==> src/rtl/tdc_phase_dec.sv <==
`default_nettype none
// ============================================================================
// Module      : tdc_phase_dec
// Description : Ring-oscillator TDC phase decoder. Double-registers the raw
//               16-stage ring word, decodes the normalised thermometer code
//               into a 5-bit phase, and tracks phase advance, a running
//               phase accumulator and a saturating invalid-code counter.
// Revision    : 1.0 - initial release
// ============================================================================
module tdc_phase_dec #(
  parameter int ACC_W = 16,
  parameter int ERR_W = 8
) (
  input  logic             clk,
  input  logic             rst,
  input  logic [15:0]      ring_state,
  input  logic             sample_en,
  input  logic             clr,
  output logic [4:0]       phase,
  output logic             phase_vld,
  output logic [4:0]       dphase,
  output logic             dphase_vld,
  output logic [ACC_W-1:0] phase_acc,
  output logic             err,
  output logic [ERR_W-1:0] err_cnt
);

  // Odd inverter stages are inverted; flipping them yields a thermometer code.
  localparam logic [15:0] ODD_MASK = 16'hAAAA;

  // Capture pipeline
  logic [15:0] s1_q, s1_d, s2_q, s2_d;
  logic        v1_q, v1_d, v2_q, v2_d;

  // Decode results
  logic [15:0] t_norm;
  logic        code_ok;
  logic [4:0]  code_phase;
  logic [4:0]  phase_step;

  // Result state
  logic [4:0]       phase_q, phase_d;
  logic             phase_vld_q, phase_vld_d;
  logic [4:0]       dphase_q, dphase_d;
  logic             dphase_vld_q, dphase_vld_d;
  logic [ACC_W-1:0] acc_q, acc_d;
  logic             err_q, err_d;
  logic [ERR_W-1:0] err_cnt_q, err_cnt_d;
  logic             has_prev_q, has_prev_d;

  // Capture stages always load; the valid bit follows the data word.
  always_comb begin
    s1_d = ring_state;
    v1_d = sample_en;
    s2_d = s1_q;
    v2_d = v1_q;
  end

  // Two-flop capture of the asynchronous ring word (second flop is the metastability guard).
  always_ff @(posedge clk) begin
    if (rst) begin
      s1_q <= '0;
      v1_q <= 1'b0;
      s2_q <= '0;
      v2_q <= 1'b0;
    end else begin
      s1_q <= s1_d;
      v1_q <= v1_d;
      s2_q <= s2_d;
      v2_q <= v2_d;
    end
  end

  // Match the normalised word against the 32 legal thermometer patterns; no bubble fixing.
  always_comb begin
    logic [15:0] thermo;
    t_norm     = s2_q ^ ODD_MASK;
    code_ok    = 1'b0;
    code_phase = 5'd0;
    thermo     = 16'h0000;
    for (int k = 0; k < 16; k++) begin
      thermo = (16'h0001 << k) - 16'h0001;
      if (t_norm == thermo) begin
        code_ok    = 1'b1;
        code_phase = 5'(k);
      end
      if (t_norm == ~thermo) begin
        code_ok    = 1'b1;
        code_phase = 5'(k + 16);
      end
    end
  end

  // Next-state of the result registers; clr overrides accumulator and counter.
  always_comb begin
    phase_step   = code_phase - phase_q;
    phase_d      = phase_q;
    phase_vld_d  = 1'b0;
    dphase_d     = dphase_q;
    dphase_vld_d = 1'b0;
    acc_d        = acc_q;
    err_d        = 1'b0;
    err_cnt_d    = err_cnt_q;
    has_prev_d   = has_prev_q;

    if (v2_q) begin
      if (code_ok) begin
        phase_d     = code_phase;
        phase_vld_d = 1'b1;
        has_prev_d  = 1'b1;
        // A coinciding clr starts a fresh history, so no advance is reported.
        if (has_prev_q && !clr) begin
          dphase_d     = phase_step;
          dphase_vld_d = 1'b1;
          acc_d        = acc_q + ACC_W'(phase_step);
        end
      end else begin
        err_d = 1'b1;
        if (err_cnt_q != {ERR_W{1'b1}}) begin
          err_cnt_d = err_cnt_q + ERR_W'(1);
        end
      end
    end

    if (clr) begin
      acc_d     = '0;
      err_cnt_d = '0;
      // A valid phase landing with clr becomes the new reference.
      if (!(v2_q && code_ok)) begin
        has_prev_d = 1'b0;
      end
    end
  end

  // Registered result stage.
  always_ff @(posedge clk) begin
    if (rst) begin
      phase_q      <= '0;
      phase_vld_q  <= 1'b0;
      dphase_q     <= '0;
      dphase_vld_q <= 1'b0;
      acc_q        <= '0;
      err_q        <= 1'b0;
      err_cnt_q    <= '0;
      has_prev_q   <= 1'b0;
    end else begin
      phase_q      <= phase_d;
      phase_vld_q  <= phase_vld_d;
      dphase_q     <= dphase_d;
      dphase_vld_q <= dphase_vld_d;
      acc_q        <= acc_d;
      err_q        <= err_d;
      err_cnt_q    <= err_cnt_d;
      has_prev_q   <= has_prev_d;
    end
  end

  assign phase      = phase_q;
  assign phase_vld  = phase_vld_q;
  assign dphase     = dphase_q;
  assign dphase_vld = dphase_vld_q;
  assign phase_acc  = acc_q;
  assign err        = err_q;
  assign err_cnt    = err_cnt_q;

endmodule
`default_nettype wire

==> config.mk <==
export PLATFORM = sky130hd
export DESIGN_NAME = tdc_phase_dec
export DESIGN_NICKNAME = d
export VERILOG_FILES = /design/src/rtl/tdc_phase_dec.sv
export SDC_FILE = /design/constraint.sdc
export NUM_CORES = 1
export LEC_CHECK = 0
export CAP_MARGIN = 20
export CORE_MARGIN = 2
export CORE_UTILIZATION = 54
export DETAILED_ROUTE_END_ITERATION = 6
export PLACE_DENSITY = 0.87
export SETUP_SLACK_MARGIN = 0.05
export SLEW_MARGIN = 20
export SYNTH_ARGS = -nofsm -noshare
export SYNTH_HDL_FRONTEND = slang
export SYNTH_SLANG_ARGS = --single-unit
export TNS_END_PERCENT = 1
==> constraint.sdc <==
create_clock -name clk -period 4.3 [get_ports clk]
set_input_delay 0.86 -clock clk [delete_from_list [all_inputs] [get_ports clk]]
set_output_delay 0.86 -clock clk [all_outputs]
set_load 0.1 [all_outputs]
======== Word-level counts from Yosys, hierarchy flattened ========
Cells that the tools add are included.
word-level totals
  register bits after elaboration ......... 72
  memory bits (writable) .................. 0
  memories ................................ 0
  ROM bits ................................ 0
  logic and storage cells ................. 130
  latch bits .............................. 0
  output and inout bits ................... 37
  input bits .............................. 20
cells by class
  shift operators ......................... 0
  $lt $le $gt $ge ......................... 0
  add/sub/neg operators ................... 3
  equal/unequal tests ..................... 32
  bitwise operators ....................... 3
  div/mod/pow operators ................... 0
  reduce and logical (&&, ||, !) cells .... 10
  $mul .................................... 0
  mux-type cells .......................... 70
operators with widths
  cell                    number
  $eq A16 B16 Y1 const B  16
  $mux W5                 31
  $mux W1                 39
  $add A16 B5 Y16         1
  $eq A16 B1 Y1 const B   1
  $eq A16 B10 Y1 const B  1
  $eq A16 B11 Y1 const B  1
  $eq A16 B12 Y1 const B  1
  $eq A16 B13 Y1 const B  1
  $eq A16 B14 Y1 const B  1
  $eq A16 B15 Y1 const B  1
  $eq A16 B2 Y1 const B   1
  $eq A16 B3 Y1 const B   1
  $eq A16 B4 Y1 const B   1
  $eq A16 B5 Y1 const B   1
  $eq A16 B6 Y1 const B   1
  $eq A16 B7 Y1 const B   1
  $eq A16 B8 Y1 const B   1
  $eq A16 B9 Y1 const B   1
  $logic_not A16 Y1       1
  $add A8 B1 Y8 const B   1
  $ne A8 B8 Y1 const B    1
  $not A8 Y8              1
  $reduce_and A3 Y1       2
  other kinds (7)         10

======== Logic depth before layout (Yosys ltp) ========
Gate-level depths: netlist of run 1.
  word-level depth ........................ 38
  gate-level depth with buffers ........... 19
  gate-level depth less buffers ........... 17

======== Least setup slack after synthesis of run 1 ========
OpenSTA, ideal clock, no wires.
  path kind ............................... register -> register
  start ................................... register s2_q[1]
  end ..................................... register acc_q[14] (netlist: phase_acc[14])
  setup slack ............................. 291 ps
  data required time ...................... 4229 ps
  setup time .............................. 71 ps
  period minus slack after synthesis ...... 4009 ps
  cell stages (with the launch flop) ...... 18
  path buffers ............................ 1
  data arrival time ....................... 3938 ps
  cells stage by stage .................... dfxtp_1 > buf_2 > nor4bb_2 > nand4_1 > or3_1 > o2111ai_1 > inv_1 > fa_1 > inv_1 > a21o_1 > a21oi_1 > xor2_1 > xnor2_1 > ha_1 > a21oi_1 > or3_1 > or3_1 > a21oi_1
on the way
  elaborated cells between the ends (all ways) .. 99
  classes of those cells .................. add/sub: 2; eq/ne: 31; mux: 63; bitwise: 1; reduce/logical: 2
RTL lines
  what                      line  RTL
  start: declaration        32    logic [15:0] s1_q, s1_d, s2_q, s2_d;
  start signal: assignment  64    s2_q <= '0;
  start signal: assignment  69    s2_q <= s2_d;
  $not A8 Y8 (no line) (*)  n/a
  $eq A16 B1 Y1             83    if (t_norm == thermo) begin
  $mux W5                   83
  $mux W5                   87    if (t_norm == ~thermo) begin
  $mux W5                   83
  $mux W5                   87
  $mux W5                   83
  $mux W5                   87
  (+20 left out)            n/a
  $mux W5                   83
  $mux W5                   87
  $mux W5                   83
  $mux W5 (*)               87
  named net code_phase[1]   38    logic [4:0] code_phase;
  $sub A5 B5 Y5 (*)         96    phase_step = code_phase - phase_q;
  named net phase_step[4]   39    logic [4:0] phase_step;
  $add A16 B5 Y16 (*)       115   acc_d = acc_q + ACC_W'(phase_step);
  end signal: assignment    142   acc_q <= '0;
  end signal: assignment    151   acc_q <= acc_d;
  end: declaration          46    logic [ACC_W-1:0] acc_q, acc_d;
Mark *: on every way through the listed nets, which the timed path passes. The rest lies on a longest branch.
A chain may end at the register's enable or synchronous reset.

======== Final worst setup path of run 1 ========
  start ................................... register s2_q[3]
  end ..................................... register acc_q[9] (netlist: phase_acc[9])
Same word-level chain as after synthesis.

==> summary.md, run 1 <==
| Metric | Value |
|---|---|
| Clk network pwr share | 42.9% |
| RSZ-0062 raised after global routing | yes |
| CP arrival | 4310 ps |
| Rows | 30 |
| FF/Latch Area | 1460 um2 |
| Post-CTS Hold Fix Bufs | 0 |
| Sw Pwr | 0.000308 W |
| Status | finished, final reports clean |
| Fin crit period | 4040 ps |
| Min Hold Slack | 433 ps |
| Setup TNS | 0 ps |
| Ys flop type | dfxtp_1 |
| Drt total wl | 8550 um |
| Clk sinks | 72 |
| Initial Utilization | 55.6% |
| Synth Instances | 423 |
| Origin of the worst min-delay path | s1_q[5] |
| Flop pwr share | 51.5% |
| H-tree levels | 3 |
| Fin nets | 520 |
| Async SR Flop Fraction | 0% |
| Chip Height | 87.4 um |
| Avg Cell Area, Syn | 8.88 um2 |
| PortBufs | 56 |
| Multi-input logic area | 2160 um2 |
| Vias | 3291 |
| Vias in the first global route | 3090 |
| Startpoint Class | flop |
| Int Pwr | 0.00105 W |
| Metal-1 WL | 3990 um |
| Max VDD drop | 0.000221 V |
| Die Footprint | 7640 um2 |
| Most frequent cells in the layout | 61 x dfxtp_1, 56 x clkdlybuf4s50_1, 40 x nor2b_1 |
| Comb pwr share | 5.6% |
| Synth cell types | 61 |
| Worst Hold End | s2_q[5] |
| Core Region | 6760 um2 |
| Global route overflow | 0 |
| Max Freq | 247 MHz |
| Final Hold Vio Count | 0 |
| Per-cell routed wire length | 14.9 um |
| Boundary Pins | 57 |
| Slew headroom | 33.8% |
| Largest net degree at the start of global routing | 37 |
| Max Buffers Root-to-Sink | 2 |
| EDFF count, synth | 0 |
| Fin crit share | 94.0% |
| Global-route wire length before repair | 14000 um |
| Sw frac | 22.7% |
| Met3 WL | 379 um |
| CP max FO | 8 |
| Crit path required time | 4570 ps |
| Hold depth | 1 |
| Die Wd | 87.4 um |
| Filler cell count | 563 |
| Share of cells above drive strength 1 | 15.4% |
| Fin. max-slew vios | 0 |
| Commonest non-fill, non-tap cell in the layout | dfxtp_1 |
| Register area share after synthesis | 38.4% |
| Clock root buffer master | clkbuf_8 |
| Yosys warnings | 0 |
| R2R setup slack | 260 ps |
| Finished Core Util | 70.0% |
| Drt pass-1 iters | 4 |
| Hold Path Class | flop to flop |
| Leakage power | 1.78 nW |
| Worst r2r path cells | 15 |
| Metal2 WL | 4030 um |
| Reg-to-Reg Start | s2_q[3] |
| Post-Syn Area | 3750 um2 |
| Layout area overhead | 26.0% |
| FF+latch count, synth | 72 |
| Post-route ant nets | 0 |
| # Max-Cap Violations | 0 |
| Top Layer Used | met4 |
| Power density cells | 287 nW/um2 |
| CTS tree | built |
| Routability cong. | 0.917 |
| ANT cells | 0 |
| Worst-Skew Late Latency | 340 ps |
| Total Routing Usage GR | 23.1% |
| Remaining DRCs | 0 |
| Skew final | 13.0 ps |
| Syn Nets | 455 |
| Num CTS Buffers | 9 |
| Initial antenna violation count | 0 |
| Worst-Margin Slew | 990 ps |
| Vias/cell | 5.74 |
| Worst-path clk slew | 80 ps |
| Worst Setup End Kind | flop |
| DRT iter0 DRCs | 239 |
| # setup viols final | 0 |
| DPL Wire Length | 6320 um |
| Setup CP Type | flop to flop |
| R2r endpoint | phase_acc[9] |
synthesized netlist by cell type (all sizes together), types with 8 or more instances:
library cell  number  share of area, %
inv               23               2.3
or4                8               1.6
ha                10               3.3
and3               8               1.3
o21ai              9               1.2
buf               15               2.8
clkbuf             8              0.80
nand3             10               1.5
xnor2              9               2.1
a21oi             34               4.5
nor2              23               2.4
or3               14               2.3
nand2             36               3.8
nor4bb             8               2.9
nor2b             40               6.7
nand4             15               2.8
nor3               9               1.2
dfxtp             72                38
power groups by stage:
| stage | clock network (W) | registers (W) | logic, W |
|---|---|---|---|
| 2_1_floorplan | 0 | 0.000707 | 0.0000492 |
| 3_3_place_gp | 0 | 0.000712 | 0.0000737 |
| 3_5_place_dp | 0 | 0.000713 | 0.0000747 |
| 4_1_cts | 0.000588 | 0.000697 | 0.0000750 |
| 5_1_grt | 0.000616 | 0.000701 | 0.0000824 |
| 6_report | 0.000581 | 0.000698 | 0.0000760 |
worst max path at each step:
stage	startpoint	to	slack (ps)	cells after the start
CTS	s2_q[8]	phase_acc[14]	60	16
finish	s2_q[3]	phase_acc[9]	260	15
floorplan	s2_q[1]	phase_acc[14]	290	17
global route	s2_q[3]	phase_acc[9]	20	15
global placement	s2_q[8]	phase_acc[14]	170	16
detailed placement	s2_q[2]	phase_acc[14]	70	15
critical path, cell delays in order, from the launching register on:
cell	delay, ps
dfxtp_1	480
nand4bb_1	240
nor4_2	390
nand2_1	170
o2111ai_1	310
inv_1	120
fa_2	590
inv_1	70
ha_1	280
a21o_1	110
a21oi_1	90
o21bai_1	210
a21o_1	240
nand4_1	140
or3_1	350
a21oi_1	180
repair_timing:
action | CTS | global route
setup endpoints to repair | 0 | 10
resized for setup | 0 | 23
buffers inserted | 0 | 3
metrics by stage:
step	setup WS [ps]	cells	total power, W	area [um2]
2_1_floorplan	291	423	0.000756	3750
3_3_place_gp	167	554	0.000786	4420
3_5_place_dp	74.6	554	0.000787	4420
4_1_cts	62.9	570	0.00136	4630
5_1_grt	20.2	573	0.00140	4730
6_report	256	573	0.00136	4730
sequential cells by signal, summed over array words and instances, names as in the netlist:
name        flops
s1_q           16
err             1
phase_vld       1
v2_q            1
has_prev_q      1
s2_q           16
phase_acc      16
v1_q            1
phase           5
dphase          5
dphase_vld      1
err_cnt         8
cells by family (layout without fill, tap and decap cells):
group                    after synthesis  count (layout)  share of synthesized area, %
AO/OA/AOI/OAI                         80              80                          14.8
AND/OR/NAND/NOR                      192             192                          31.3
XOR/XNOR                              14              14                          3.27
buffers and inverters                 46             116                          5.86
flip-flops                            72              72                          38.4
adder cells (fa/ha/maj)               12              12                          4.40
multiplexers                           7               7                          2.00
routing by layer:
metal  track usage (%)  vias up
met5                 0        -
met4              8.39        0
met3              5.69       18
met2              37.0       92
met1              30.3     1535
li1                  -     1646
final cells by class:
cell class | count | area share [%]
multi-input combinational | 305 | 45.6
sequential | 72 | 30.8
inverter | 23 | 1.83
clock inverter | 6 | 1.77
timing repair buffer | 77 | 15.2
clock buffer | 10 | 2.70
tap | 80 | 2.12
(Power assumes the default switching activity.)
==> run 2, diff against run 1 <==
Settings changed: CTS_CLUSTER_DIAMETER set to 30.
==> results of run 2 <==
Same layout as run 1: the final DEF is identical, and so are final timing and power.
